### config.mk
export PLATFORM = sky130hd
export DESIGN_NAME = imem_loader
export DESIGN_NICKNAME = d
export VERILOG_FILES = /design/src/rtl/imem_loader.sv
export SDC_FILE = /design/constraint.sdc
export NUM_CORES = 1
export LEC_CHECK = 0
export BUFFER_PORTS_ARGS = -buffer_cell sky130_fd_sc_hd__buf_4
export CORE_MARGIN = 10
export CORE_UTILIZATION = 46
export CTS_CLUSTER_DIAMETER = 150
export DETAILED_ROUTE_END_ITERATION = 12
export PLACE_DENSITY = 0.73
export SETUP_SLACK_MARGIN = 0.4
export SYNTH_ARGS = -nofsm -noshare
export SYNTH_HDL_FRONTEND = slang
export SYNTH_SLANG_ARGS = --single-unit
export TNS_END_PERCENT = 5
### constraint.sdc
create_clock -name clk -period 2.4 [get_ports clk]
set_clock_uncertainty 0.15 [all_clocks]
set_input_delay 0 -clock clk [delete_from_list [all_inputs] [get_ports clk]]
set_output_delay 0 -clock clk [all_outputs]
set_load 0.02 [all_outputs]
### src/rtl/imem_loader.sv
// imem_loader: loads instruction memory from a UART byte stream, then hands the address port to the PC
module imem_loader #(
  parameter int          DEPTH     = 32,
  parameter logic [7:0]  START_CMD = 8'h4C,
  parameter logic [31:0] HALT_WORD = 32'hFFFF_FFFF
) (
  input  logic        clk,
  input  logic        rst,
  input  logic        rx_valid,
  input  logic [7:0]  rx_data,
  input  logic [31:0] pc_addr,
  output logic [31:0] imem_addr,
  output logic        imem_wr,
  output logic [31:0] imem_wdata,
  output logic        pipe_en,
  output logic        load_done,
  output logic        overflow,
  output logic [31:0] word_count
);
  localparam int AW = $clog2(DEPTH);
  localparam logic [1:0] IDLE = 2'd0, RECV = 2'd1, WRITE = 2'd2, DONE = 2'd3;
  logic [1:0]    state;
  logic [AW-1:0] load_addr;
  logic [1:0]    byte_cnt;
  logic [31:0]   shreg;
  logic [31:0]   word;
  logic          start;
  logic          full;
  assign word      = {shreg[23:0], rx_data};
  assign start     = rx_valid && rx_data == START_CMD;
  assign full      = load_addr == AW'(DEPTH - 1);
  assign imem_addr = state == DONE ? pc_addr : 32'(load_addr);
  always_ff @(posedge clk) begin
    if (rst) begin
      state      <= IDLE;
      load_addr  <= '0;
      byte_cnt   <= '0;
      shreg      <= '0;
      imem_wr    <= 1'b0;
      imem_wdata <= '0;
      pipe_en    <= 1'b0;
      load_done  <= 1'b0;
      overflow   <= 1'b0;
      word_count <= '0;
    end else begin
      imem_wr <= 1'b0;
      case (state)
        IDLE, DONE: if (start) begin
          state      <= RECV;
          load_addr  <= '0;
          byte_cnt   <= '0;
          word_count <= '0;
          overflow   <= 1'b0;
          load_done  <= 1'b0;
          pipe_en    <= 1'b0;
        end
        RECV: if (rx_valid) begin
          shreg    <= word;
          byte_cnt <= byte_cnt + 2'd1;
          if (byte_cnt == 2'd3) begin
            imem_wdata <= word;
            imem_wr    <= word != HALT_WORD;
            state      <= WRITE;
          end
        end
        WRITE: begin
          // a byte landing here starts the next word; it is lost if the load ends now
          if (rx_valid) begin
            shreg    <= word;
            byte_cnt <= 2'd1;
          end
          if (!imem_wr || full) begin
            state     <= DONE;
            pipe_en   <= 1'b1;
            load_done <= 1'b1;
          end else begin
            state     <= RECV;
            load_addr <= load_addr + AW'(1);
          end
          if (imem_wr) begin
            word_count <= word_count + 32'd1;
            overflow   <= full;
          end
        end
        default: state <= IDLE;
      endcase
    end
  end
endmodule

## Word level (Yosys, flattened, before mapping)

Index checks and enable logic that the tools add are counted.

| storage, ports and cells | value |
|---|---|
| register bits | 100 |
| input bits | 43 |
| output and inout port bits | 100 |
| logic and storage cells | 65 |

| cells by class | value |
|---|---|
| add/sub/neg operators | 3 |
| eq/ne operators | 14 |
| mux-type cells | 21 |
| bitwise operators | 3 |
| reduce and logical (&&, ||, !) cells | 15 |

Operators by type and width:

| operator | number |
|---|---|
| 32-bit 2-to-1 mux | 3 |
| 32-bit case mux with 2 select lines | 1 |
| 32-bit by 1-bit adder with 32-bit output (second input constant) | 1 |
| 32-bit inequality test (second input constant) | 1 |
| 3-bit AND reduction | 6 |
| 2-bit 2-to-1 mux | 7 |
| 2-bit inequality test (second input constant) | 7 |
| 2-bit case mux with 3 select lines | 2 |
| 5-bit 2-to-1 mux | 2 |
| 5-bit case mux with 2 select lines | 1 |
| 8-bit by 7-bit equality test with 1-bit output (second input constant) | 1 |
| 2-bit equality test (second input constant) | 3 |
| 5-bit by 1-bit adder with 5-bit output (second input constant) | 1 |
| 5-bit equality test (second input constant) | 1 |
| 1-bit case mux with 2 select lines | 2 |
| 2-bit OR reduction | 2 |
| 4-bit OR reduction | 1 |
| 1-bit 2-to-1 mux | 3 |
| 1-bit NOT | 3 |
| 2-bit by 1-bit adder with 2-bit output (second input constant) | 1 |
| 2-bit by 1-bit equality test with 1-bit output (second input constant) | 1 |
| 2-bit logical NOT | 1 |
| 2-bit AND reduction | 1 |
| 2-bit nonzero test | 1 |
| 3 further kinds | 3 |

## Depth between registers and ports, before layout

| logic depth | value |
|---|---|
| depth after elaboration | 4 |
| gate-level depth with buffers | 8 |

## Least setup slack after synthesis

OpenSTA, ideal clock, no wires.

| timing | value |
|---|---|
| path type | register to register |
| start point | register state[0] |
| end point | register word_count[24] |
| library setup time | 0.128 ns |
| arrival | 2.056 ns |
| slack | 0.067 ns |
| stages on the path, launching flop included | 9 |
| period minus slack after synthesis | 2.333 ns |
| cell sequence | dfxtp_1 > inv_1 > ha_1 > buf_2 > mux2i_1 > or4_1 > nor4_1 > xnor2_1 > nor2_1 |

| between the ends | value |
|---|---|
| cells in the longest elaborated chain, start to end | 4 |

Ends and longest elaborated chain:

| element | line | source |
|---|---|---|
| start, declared | 22 | `logic [1:0] state;` |
| start signal, assigned | 35 | `state <= IDLE;` |
| start signal, assigned | 49 | `state <= RECV;` |
| start signal, assigned | 63 | `state <= WRITE;` |
| 2-bit equality test / 2-bit logical NOT (equally long branches) | 47 | `case (state)` |
| 2-bit OR reduction | 47 |  |
| 2-bit inequality test (no source line) / 2-bit nonzero test (equally long branches) | - |  |
| 3-bit AND reduction (no source line) | - |  |
| end signal, assigned | 81 | `word_count <= word_count + 32'd1;` |
| end, declared | 18 | `output logic [31:0] word_count` |

Parallel ways exist; a longest one is shown, timed or not.
A chain may end at the register's enable or synchronous reset.

## Final worst setup path

| timing | value |
|---|---|
| start point | register state[0] |
| end point | register word_count[18] |

Same word-level chain as after synthesis.

==> reports/qor.txt <==
Outcome -> finished clean
Fraction of registers with async set/reset -> 0%
Pre-CTS worst setup slack -> 188 ps
# setup viols final -> 0
Unrepaired setup endpoints after global routing -> true
Final TNS setup -> 0 ps
Crit. End Element -> register
Vias -> 4503
Buf/Inv on CP -> 1
Placed Cells incl. Taps -> 814
CP peak stage delay -> 370 ps
Synth cell count leaders -> nand2_1 (132), dfxtp_1 (100), a21oi_1 (77), nor2_1 (33), and2_1 (30)
Ant diodes -> 0
Gate family responsible for the most delay along the worst path -> simple AND/OR/NAND/NOR gates
Net switching power of the design -> 0.758 mW
Dpl cell area -> 5770 sq um
Root Buffer -> clkbuf_8
Port Buf Inserts -> 142
Congestion Overflow GR -> 0
Initial antenna violation count -> 0
CTS max path bufs -> 2
Starting density of the core -> 47.8%
Pin count of the biggest net entering global routing -> 68
CP cell instances -> inv_1 > ha_4 > mux2_2 > nand4_1 > nor4_1 > xnor2_1 > nor2_1
CP Class -> register to register
Pin slew with the least headroom to its limit -> 684 ps
Yosys reg bits -> 100
Power share of the sequential group -> 52.0%
Via density per instance -> 5.34
Sw Share -> 23.3%
Final non-filler cell total -> 843
Slowest CP cell -> nor4_1
Clock tree from TritonCTS -> built
Die H -> 118 microns
Rows -> 35
Min setup slack post-route -> 334 ps
Syn_nets -> 608
GPL Wtd Cong -> 0.900
Mapped cell area -> 4460 sq um
Number of synthesized flops with an enable pin -> 0
MaxCap Viol Count -> 0
Initial DRT Pass Iterations -> 4
Fin crit period -> 2070 ps
Die area -> 14000 sq um
CTS H-tree lvls -> 3
P_int -> 2.49 mW
Drt wl/cell -> 16.4 microns
HPWL after detailed placement -> 10400 microns
Critical path required time -> 2500 ps
# DRC -> 0
TritonCTS Sinks -> 100
Antenna-violating nets left -> 0
Final-layout fill cell count -> 770
Final WL -> 13900 microns
Ports -> 143
Cell count after synthesis -> 557
Seq/Total Area, Yosys -> 44.9%
First-pass GRT wire length -> 22700 microns
Area delta synth->final -> 40.1%
CTS Buf Count -> 9
Drt initial violations -> 295
Synth Flop Type -> dfxtp_1
Multi-input gate area -> 2470 sq um
All-Layer GR Usage -> 19.0%
Nature of the critical path startpoint -> register
Largest fanout on the critical path -> 8
Slew Viols, Final -> 0
Worst-path clk slew -> 90 ps
Final core utilization -> 66.9%
FF/Latch Area -> 2010 sq um
Most numerous cell in the Yosys netlist -> nand2_1
Synth area leader -> dfxtp_1
Yosys top cell area share -> 44.9%
Critical Path AT -> 2170 ps
Worst hold margin -> 58.0 ps
Final period util -> 86.1%
Syn Area/Cell -> 8.00 sq um
Largest cells by area after synthesis -> dfxtp_1 (45%), nand2_1 (11%), a21oi_1 (8.6%)
Peak Freq -> 484 MHz
P_leak -> 2.48 nW
Clock Latency Late Sink -> 370 ps
Hold Violations, Final -> 0
YS warnings -> 0
Clk network pwr share -> 38.9%
Max VDD drop -> 0.304 mV
Max_slew headroom -> 54.4%
Total power -> 3.25 mW
Vias in the first global route -> 4403
Final net count -> 761
Die span in x -> 118 microns
Fin area -> 6240 sq um
Cell variety after synth -> 39
Hold crit path type -> input pin to register
Pwr dens -> 520 nW/um^2
Core area -> 9330 sq um
Layout cells sized above 1 -> 30.4%
Combinational Power Share -> 9.1%
-- final cells by class --
cell class | instances | share of cell area [%]
clock buffers | 9 | 1.98
clock inverters | 6 | 1.82
inverters | 6 | 0.361
multi-input cells | 419 | 39.6
flip-flops and latches | 100 | 32.2
well taps | 129 | 2.58
repair buffers | 174 | 21.4
-- cell families (layout without fill, tap and decap cells) --
kind of cell / count (synthesis) / in the layout / synth area share (%)
simple gates: 284 / 284 / 31.2
flops: 100 / 100 / 44.9
compound gates: 97 / 97 / 12.0
buf+inv: 38 / 195 / 3.37
xor+xnor: 22 / 22 / 4.32
fa+ha+maj: 8 / 8 / 2.25
mux: 8 / 8 / 1.97
-- worst paths after layout --
check	from	to	slack [ps]	cells past startpoint
setup / recovery	state[0]	word_count[18]	330	7
hold / removal	rx_data[6]	imem_wr	60	4
setup reg to reg	state[0]	word_count[18]	330	7
hold reg to reg	imem_wdata[27]	imem_wdata[27]	310	2
-- state kept, by name, summed over array words and instances (netlist names) --
register	cells
imem_wdata	32
word_count	32
shreg	24
load_addr	5
byte_cnt	2
state	2
imem_wr	1
load_done	1
overflow	1
-- routing by layer --
metal | vias to the layer above | track usage (%) | routed length (microns)
met5 | - | 0 | 0
met4 | 0 | 4.73 | 199
met3 | 14 | 5.85 | 1120
met2 | 156 | 30.9 | 6420
met1 | 2123 | 23.9 | 6130
li1 | 2210 | - | -
-- power groups by stage --
stage,combinational (mW),sequential [mW],clock (mW)
after CTS,0.278,1.69,1.27
after global routing,0.320,1.69,1.37
after global placement,0.245,1.73,0
final,0.296,1.69,1.26
after detailed placement,0.251,1.73,0
after floorplan,0.134,1.73,0
-- tightest hold or removal path, stage by stage --
cell and delay [ps]:
buf_4 110, nand3_1 200, nor4_1 100, nor3_1 110
-- layout by cell type (no fill, tap or decap), types with 2 or more instances in the layout --
master | synthesis | routed
a21oi_1 | 77 | 75
nand4_1 | 20 | 20
nor4_4 | 0 | 5
mux2_2 | 6 | 6
xor2_1 | 8 | 8
nor4_1 | 8 | 3
dfxtp_2 | 0 | 7
dfxtp_1 | 100 | 93
a21oi_2 | 0 | 2
or3_1 | 8 | 8
nand2_1 | 132 | 131
nand3_1 | 20 | 20
a31o_2 | 2 | 2
nor2_1 | 33 | 30
clkbuf_8 | 0 | 9
xnor2_1 | 14 | 14
a211oi_1 | 2 | 2
nor3_1 | 8 | 8
and2_1 | 30 | 30
and4_1 | 8 | 7
buf_6 | 0 | 2
ha_1 | 8 | 5
bufinv_16 | 0 | 3
buf_4 | 1 | 162
or4_4 | 1 | 2
ha_4 | 0 | 2
or4_1 | 3 | 2
inv_1 | 6 | 6
and3_1 | 4 | 4
nor2_2 | 0 | 2
nand4_4 | 1 | 3
nor4b_1 | 2 | 2
dlygate4sd3_1 | 0 | 10
o21ai_0 | 9 | 9
o31ai_1 | 2 | 2
clkinvlp_4 | 0 | 2
-- timing repair --
item / in CTS / in global routing
setup endpoints to repair: 17 / 21
hold buffers: 10 / 0
resized for setup: 7 / 17
hold endpoints to repair: 27 / 0
setup buffers: 2 / 2
pin swaps: 6 / 5
(Power assumes the default switching activity.)
